`src/rtl/cpu_alu_pkg.sv`:
```
// Shared opcode encoding and constants for the cpu_alu datapath.
package cpu_alu_pkg;

  typedef enum logic [2:0] {
    OP_ADD = 3'b000,
    OP_SUB = 3'b001,
    OP_AND = 3'b010,
    OP_OR  = 3'b011,
    OP_XOR = 3'b100,
    OP_SLT = 3'b101,
    OP_SLL = 3'b110,
    OP_SRL = 3'b111
  } alu_opcode_t;

  localparam int unsigned MAX_DATA_WIDTH = 64;

  // Sliced down to DATA_WIDTH by each user; also the reset value of the result register.
  localparam logic [MAX_DATA_WIDTH-1:0] ALU_ZERO = '0;

  function automatic logic uses_subtract(input logic [2:0] op);
    return (op == OP_SUB) || (op == OP_SLT);
  endfunction

endpackage

```
`src/rtl/cpu_alu_addsub.sv`:
```
// Single shared adder for ADD/SUB; the borrow of a - b doubles as the unsigned SLT result.
module cpu_alu_addsub #(
  parameter int DATA_WIDTH = 32
) (
  input  logic [DATA_WIDTH-1:0] a,
  input  logic [DATA_WIDTH-1:0] b,
  input  logic                  sub,
  output logic [DATA_WIDTH-1:0] sum,
  output logic                  borrow
);

  logic [DATA_WIDTH-1:0] b_eff;
  logic [DATA_WIDTH:0]   sum_ext;

  // Subtraction is a + ~b + 1; the carry-in rides on the low bit of a zero-extended term.
  always_comb begin
    b_eff   = sub ? ~b : b;
    sum_ext = {1'b0, a} + {1'b0, b_eff} + {{DATA_WIDTH{1'b0}}, sub};
    sum     = sum_ext[DATA_WIDTH-1:0];
    borrow  = sub & ~sum_ext[DATA_WIDTH];
  end

endmodule

```
`src/rtl/cpu_alu.sv`:
```
// Combinational ALU with a registered copy of result and zero flag.
// Define CPU_ALU_EXT_OPS_EN to add XOR, SLL and SRL.
module cpu_alu
  import cpu_alu_pkg::*;
#(
  parameter int DATA_WIDTH = 32
) (
  input  logic                  clk,
  input  logic                  rst,
  input  logic [DATA_WIDTH-1:0] in_a,
  input  logic [DATA_WIDTH-1:0] in_b,
  input  logic [2:0]            op_sel,
  output logic [DATA_WIDTH-1:0] alu_out,
  output logic                  z_flag,
  output logic [DATA_WIDTH-1:0] alu_out_q,
  output logic                  z_flag_q
);

  localparam logic [DATA_WIDTH-1:0] RESULT_ZERO = ALU_ZERO[DATA_WIDTH-1:0];

  logic [DATA_WIDTH-1:0] addsub_sum;
  logic                  addsub_borrow;
  logic [DATA_WIDTH-1:0] alu_out_d;
  logic                  z_flag_d;

  cpu_alu_addsub #(
    .DATA_WIDTH(DATA_WIDTH)
  ) u_addsub (
    .a      (in_a),
    .b      (in_b),
    .sub    (uses_subtract(op_sel)),
    .sum    (addsub_sum),
    .borrow (addsub_borrow)
  );

`ifdef CPU_ALU_EXT_OPS_EN
  localparam int SHAMT_W = $clog2(DATA_WIDTH);
  logic [SHAMT_W-1:0] shamt;
  assign shamt = in_b[SHAMT_W-1:0];
`endif

  always_comb begin
    alu_out_d = RESULT_ZERO;
    case (alu_opcode_t'(op_sel))
      OP_ADD:  alu_out_d = addsub_sum;
      OP_SUB:  alu_out_d = addsub_sum;
      OP_AND:  alu_out_d = in_a & in_b;
      OP_OR:   alu_out_d = in_a | in_b;
      OP_SLT:  alu_out_d = {{(DATA_WIDTH-1){1'b0}}, addsub_borrow};
`ifdef CPU_ALU_EXT_OPS_EN
      OP_XOR:  alu_out_d = in_a ^ in_b;
      OP_SLL:  alu_out_d = in_a << shamt;
      OP_SRL:  alu_out_d = in_a >> shamt;
`endif
      default: alu_out_d = RESULT_ZERO;
    endcase
    z_flag_d = (alu_out_d == RESULT_ZERO);
  end

  assign alu_out = alu_out_d;
  assign z_flag  = z_flag_d;

  // Reset forces a zero result with the flag set, matching what a zero output would register.
  always_ff @(posedge clk) begin
    if (rst) begin
      alu_out_q <= RESULT_ZERO;
      z_flag_q  <= 1'b1;
    end else begin
      alu_out_q <= alu_out_d;
      z_flag_q  <= z_flag_d;
    end
  end

endmodule

```
`config.mk`:
```
export PLATFORM = sky130hd
export DESIGN_NAME = cpu_alu
export DESIGN_NICKNAME = d
export VERILOG_FILES = /design/src/rtl/cpu_alu_pkg.sv /design/src/rtl/cpu_alu_addsub.sv /design/src/rtl/cpu_alu.sv
export SDC_FILE = /design/constraint.sdc
export NUM_CORES = 1
export LEC_CHECK = 0
export BUFFER_PORTS_ARGS = -buffer_cell sky130_fd_sc_hd__buf_2
export CAP_MARGIN = 0
export CORE_MARGIN = 2
export CORE_UTILIZATION = 45
export DETAILED_ROUTE_END_ITERATION = 6
export GPL_TIMING_DRIVEN = 0
export PLACE_DENSITY = 0.72
export SETUP_SLACK_MARGIN = 0.4
export SLEW_MARGIN = 15
export SYNTH_ARGS = -nofsm -noshare
export SYNTH_HDL_FRONTEND = slang
export SYNTH_SLANG_ARGS = --single-unit
```
`constraint.sdc`:
```
create_clock -name clk -period 6.47 [get_ports clk]
set_input_delay 0.647 -clock clk [delete_from_list [all_inputs] [get_ports clk]]
set_output_delay 0.647 -clock clk [all_outputs]
set_load 0.1 [all_outputs]
```
==> results of run 1 <==
[sequential cells by signal (all words and copies together) (netlist names)]
name	count
alu_out_q	32
z_flag_q	1
[metrics by stage]
stage	area (um^2)	total power, W
2_1_floorplan	4360	0.000950
3_3_place_gp	5190	0.00112
3_5_place_dp	5190	0.00113
4_1_cts	5290	0.00128
5_1_grt	5300	0.00135
6_report	5300	0.00129
[area by class of cell]
type	count	area (um^2)
flip-flops and latches	33	661
well taps	129	161
inverters	12	45.0
repair buffers	134	673
multi-input cells	485	3500
clock inverters	2	10.0
plain buffers	34	176
clock buffers	6	72.6
fillers	921	3980
[cell families after synthesis]
kind of cell / count (synthesis) / share of synthesized area
xor+xnor: 51 / 0.103
simple gates: 190 / 0.229
flops: 33 / 0.153
compound gates: 188 / 0.316
mux: 8 / 0.0194
buf+inv: 46 / 0.0474
fa+ha+maj: 48 / 0.132
[layer usage]
metal,vias up,GRT usage
li1,2345,-
met1,2266,0.382
met2,287,0.480
met3,44,0.0356
met4,0,0.120
met5,-,0
[power groups by stage]
stage / Sequential [W] / Clock, W / Combinational, W
CTS: 0.000224 / 0.000149 / 0.000904
detailed placement: 0.000228 / 0 / 0.000900
finish: 0.000223 / 0.000148 / 0.000918
global route: 0.000225 / 0.000156 / 0.000968
global placement: 0.000228 / 0 / 0.000889
floorplan: 0.000353 / 0 / 0.000597
[layout by cell type, fill, tap and decap left out, types with 7 or more instances in the layout]
master / Yosys / routed
o21ai_0: 39 / 37
nor2b_1: 29 / 29
o21ai_1: 7 / 9
a31oi_1: 9 / 9
maj3_1: 14 / 14
xor2_1: 7 / 7
clkbuf_1: 18 / 17
nand4_1: 10 / 10
nor2_1: 40 / 39
ha_1: 33 / 33
a21o_1: 9 / 9
xnor2_1: 44 / 44
nand2_1: 58 / 58
dfxtp_1: 33 / 33
a21oi_1: 46 / 44
buf_2: 8 / 143
nand3_1: 11 / 10
inv_1: 12 / 12
o22ai_1: 8 / 7
[worst min path at each step]
stage | from | to | depth (start not counted)
6_report | rst | alu_out_q[10] | 2
5_1_grt | rst | alu_out_q[10] | 2
3_5_place_dp | rst | alu_out_q[10] | 2
2_1_floorplan | rst | alu_out_q[10] | 1
4_1_cts | rst | alu_out_q[10] | 2
3_3_place_gp | rst | alu_out_q[12] | 2
[timing repair]
action / 4_1_cts / 5_1_grt
gates cloned: 0 / 0
endpoints found under the setup margin: 1 / 1
resized for setup: 3 / 11
hold buffers: 0 / 0
==> flow_summary_export.csv, run 1 <==
group,metric,value,unit
worst_setup_path,cp-end-kind,"primary output",
drt,drc,0,
cts,clock-sinks,33,
worst_setup_path,start_kind,"input pin",
sta,tns,0,ns
sta,hold_viol,0,
synth,synth_edf_count,0,
sta,rsz0062_at_grt,"no",
placement,place_congestion,1.03,
drt,wire_per_inst,18.5,um
cts,clk_pin_slew,0.07,ns
pwr,vdd_drop_max,129,uV
worst_setup_path,path_common_cell,"buf_2",
synth,yosysSeqAreaShare,0.153,
drt,dr.max_layer_used,"met4",
floorplanning,dieWidth,102,um
global_routing,overflow,0,
drt,wl_met3,1580,um
floorplanning,ios,135,
synth,syn_area,0.00433,mm^2
status,status,"complete, no violations",
global_routing,grt_pass1_wl,23400,um
cells_and_area,final_nets,808,
worst_setup_path,worstPathCellList,"buf_2, buf_2, clkbuf_2, nand2b_1, clkbuf_1, clkbuf_4, xnor2_1, ha_1, and3_1, a32oi_2, nand2_1, a31oi_1, nand3_2, a211oi_2, mux2_2, nor4_2, nand4_1, nor2_4, buf_4",
pwr,intPower,0.000538,W
cts,clockBufferDepth,2,
worst_setup_path,path_buf_inv,6,
pwr,swShare,0.583,
floorplanning,rows,35,
sta,slew_headroom,0.343,
worst_setup_path,path_class,"in2out",
drt,drtIter0Drc,454,
cts,ctsRootBufferMaster,"clkbuf_8",
worst_setup_path,cp_top_family,"buffers and inverters",
synth,synth_ff_type,"dfxtp_1",
floorplanning,initial_utilization,0.466,
sta,period_minus_slack,5.90,ns
sta,fmax,170,MHz
drt,avgViaCountPerCell,5.92,
drt,vias,4942,
cells_and_area,drive_above_1_share,0.292,
synth,ys_top_cells_by_area,"dfxtp_1 15%, ha_1 9.5%, xnor2_1 8.9%, a21oi_1 5.3%, nand2_1 5.0%",
cts,numCtsBuffers,5,
placement,dpl.hpwl,12700,um
global_routing,grt_max_degree,11,
global_routing,antenna_found_initial,0,
cells_and_area,fin_util,0.571,
worst_hold_path,hold_class,"in2reg",
worst_setup_path,max_stage_delay,0.43,ns
worst_setup_path,crit_fanout,10,
placement,placed_cells,827,
run,cap_viol_max_count,0,
global_routing,grt_util_all_layers,0.290,
floorplanning,core,0.00928,mm^2
synth,synthCells,564,
cts,cts_tree,"built",
cells_and_area,stdcell_count,835,
sta,tightest_slew,0.981,ns
worst_setup_path,cp_slowest_cell,"mux2_2",
drt,postRouteAntennaNets,0,
worst_setup_path,endpoint,"z_flag",
synth,synth_common_cells,"58 x nand2_1, 46 x a21oi_1, 44 x xnor2_1",
sta,layout_setup_ws,0.574,ns
pwr,p_leak,2.36,nW
synth,synth_top_area_frac,0.153,
pwr,pwr-share-seq,0.173,
synth,ys_ff_latch,33,
global_routing,grt_pass1_vias,4544,
drt,wl_met2,7160,um
cells_and_area,diodes,0,
drt,wirelength,15500,um
placement,pre_cts_ws,0.0103,ns
drt,firstDrtPassIters,5,
pwr,p_sw,0.000751,W
synth,synth.most_common_cell,"nand2_1",
cells_and_area,syn_to_final_growth,22.6,%
worst_setup_path,crit_arrival,5.25,ns
pwr,p_per_area,243,mW/mm^2
sta,period_share,0.911,
synth,ys_types,85,
floorplanning,die_area,0.0104,mm^2
cts,post_cts_buffers,0,
worst_setup_path,startpoint,"op_sel[0]",
pwr,p_comb_frac,0.712,
sta,setup_viol,0,
synth,syn_area_per_cell,7.67,um^2
synth,synthArstFlopShare,0,
synth,synthesis.nets,667,
pwr,clkPwrFrac,0.115,
cts,h-tree-depth,2,
synth,yosys.area.top_type,"dfxtp_1",
worst_setup_path,cp.required,5.82,ns
drt,wl_met1,6240,um
worst_setup_path,path_depth,19,
synth,yosysWarnings,0,
sta,fin_hold_ws,0.594,ns
placement,port_buffers,134,
floorplanning,fp.dieH,102,um
sta,finalMaxSlewViolations,0,
Power figures use the tool's default switching activity.
==> inputs of run 2 (changes only) <==
Settings changed: BUFFER_PORTS_ARGS -buffer_cell sky130_fd_sc_hd__buf_2 to -buffer_cell sky130_fd_sc_hd__clkbuf_2.
Clock period 6.47 ns to 7.4 ns, I/O delays scaled along.
==> flow_summary_export.csv, run 2 (same netlist as run 1, synthesis figures left out) <==
group,metric,value,unit
worst_setup_path,cp_slowest_cell,"clkdlybuf4s15_2",
worst_setup_path,crit_arrival,5.90,ns
cells_and_area,fin_area,0.00527,mm^2
drt,drc,0,
cts,post_cts_buffers,0,
drt,wl_met1,6630,um
global_routing,overflow,0,
sta,tns,0,ns
sta,rsz0062_at_grt,"no",
sta,fmax,151,MHz
cts,clockBufferDepth,2,
global_routing,grt_max_degree,11,
cells_and_area,layout_common_cells,"137 x clkbuf_2, 58 x nand2_1, 46 x a21oi_1, 44 x xnor2_1, 39 x nor2_1",
worst_setup_path,path_buf_inv,6,
cts,clk_pin_slew,0.06,ns
sta,tightest_slew,1.14,ns
pwr,intPower,0.000467,W
pwr,swShare,0.583,
drt,wl_met2,7190,um
floorplanning,ios,135,
sta,setup_viol,0,
floorplanning,die_area,0.0104,mm^2
cells_and_area,reg.largest.list,"alu_out_q (32), z_flag_q (1)",
pwr,clkPwrFrac,0.111,
global_routing,grt_pass1_vias,4386,
placement,dpl-instance-area,0.00517,mm^2
worst_hold_path,hold_class,"in2reg",
worst_setup_path,start_kind,"input pin",
floorplanning,fp.dieH,102,um
cts,h-tree-depth,2,
floorplanning,initial_utilization,0.466,
drt,wl_met3,1340,um
cts,clock-sinks,33,
drt,postRouteAntennaNets,0,
floorplanning,rows,35,
worst_setup_path,crit_fanout,10,
global_routing,antenna_found_initial,0,
drt,drtIter0Drc,288,
cts,ctsRootBufferMaster,"clkbuf_8",
cts,cts_tree,"built",
status,status,"complete, no violations",
worst_setup_path,worstPathCellList,"clkbuf_2, clkbuf_1, clkbuf_2, nand2b_1, clkbuf_1, clkdlybuf4s15_2, xnor2_1, ha_1, a21oi_1, o21ai_0, a221oi_1, nand3_2, a211oi_2, mux2_2, nor4_2, nand4_1, nor2_2, clkbuf_2",
global_routing,grt_pass1_wl,23400,um
pwr,p_sw,0.000652,W
pwr,p_per_area,212,mW/mm^2
placement,port_buffers,134,
floorplanning,core,0.00928,mm^2
pwr,pwr-share-seq,0.175,
cts,numCtsBuffers,5,
placement,dpl.hpwl,12800,um
drt,firstDrtPassIters,7,
sta,fin_hold_ws,0.714,ns
drt,vias,4916,
placement,placed_cells,827,
floorplanning,dieWidth,102,um
drt,wirelength,15500,um
run,cap_viol_max_count,0,
cells_and_area,stdcell_count,835,
placement,place_congestion,0.982,
drt,wire_per_inst,18.6,um
sta,finalMaxSlewViolations,0,
global_routing,grt_util_all_layers,0.291,
worst_setup_path,max_stage_delay,0.51,ns
cells_and_area,fill_cells,919,
cells_and_area,diodes,0,
cells_and_area,max_flop_register,"alu_out_q",
cells_and_area,syn_to_final_growth,21.9,%
sta,hold_viol,0,
drt,dr.max_layer_used,"met4",
worst_setup_path,cp.required,6.66,ns
pwr,p_comb_frac,0.714,
sta,period_minus_slack,6.64,ns
sta,slew_headroom,0.236,
cells_and_area,final_nets,808,
cells_and_area,largest_register_ffs,32,
cells_and_area,drive_above_1_share,0.282,
pwr,p_leak,2.33,nW
cells_and_area,final_common_cell,"clkbuf_2",
sta,period_share,0.898,
worst_setup_path,path_class,"in2out",
worst_setup_path,path_common_cell,"clkbuf_2",
drt,avgViaCountPerCell,5.89,
worst_setup_path,cp-end-kind,"primary output",
pwr,vdd_drop_max,137,uV
pwr,finalPower,0.00112,W
worst_setup_path,cp_top_family,"buffers and inverters",
## run 2: power groups by stage
stage / clock (W) / combinational [W] / sequential, W
finish: 0.000124 / 0.000798 / 0.000196
CTS: 0.000126 / 0.000788 / 0.000196
floorplan: 0 / 0.000519 / 0.000308
detailed placement: 0 / 0.000784 / 0.000200
global placement: 0 / 0.000778 / 0.000200
global route: 0.000134 / 0.000841 / 0.000197
## run 2: per-stage QoR
step,utilization,setup slack [ns]
after detailed placement,0.556,0.334
after floorplan,-,0.593
after global routing,0.568,0.477
final,0.568,0.756
after global placement,0.556,0.395
after CTS,0.567,0.474
## run 2: routing by layer
| layer | GRT usage | vias up |
|---|---|---|
| li1 | - | 2344 |
| met1 | 0.394 | 2291 |
| met2 | 0.495 | 251 |
| met3 | 0.0294 | 30 |
| met4 | 0.0728 | 0 |
| met5 | 0 | - |
## run 2: layout make-up
type                    count  area (um^2)  area share
repair buffers            134          671       0.127
clock buffers               6         72.6      0.0138
well taps                 129          161      0.0306
plain buffers              34          179      0.0339
clock inverters             2         10.0     0.00190
flip-flops and latches     33          661       0.125
multi-input cells         485         3470       0.659
inverters                  12         45.0     0.00854
## run 2: repair_timing
item                                    in CTS  in global routing
gates resized for setup                      5                  4
endpoints found under the setup margin       1                  1
hold buffers                                 0                  0
cloned                                       0                  0
## run 2: path summary, 6_finish.rpt
check,from,endpoint,cells after the start
worst max-delay path,op_sel[1],z_flag,18
worst min-delay path,rst,alu_out_q[12],2
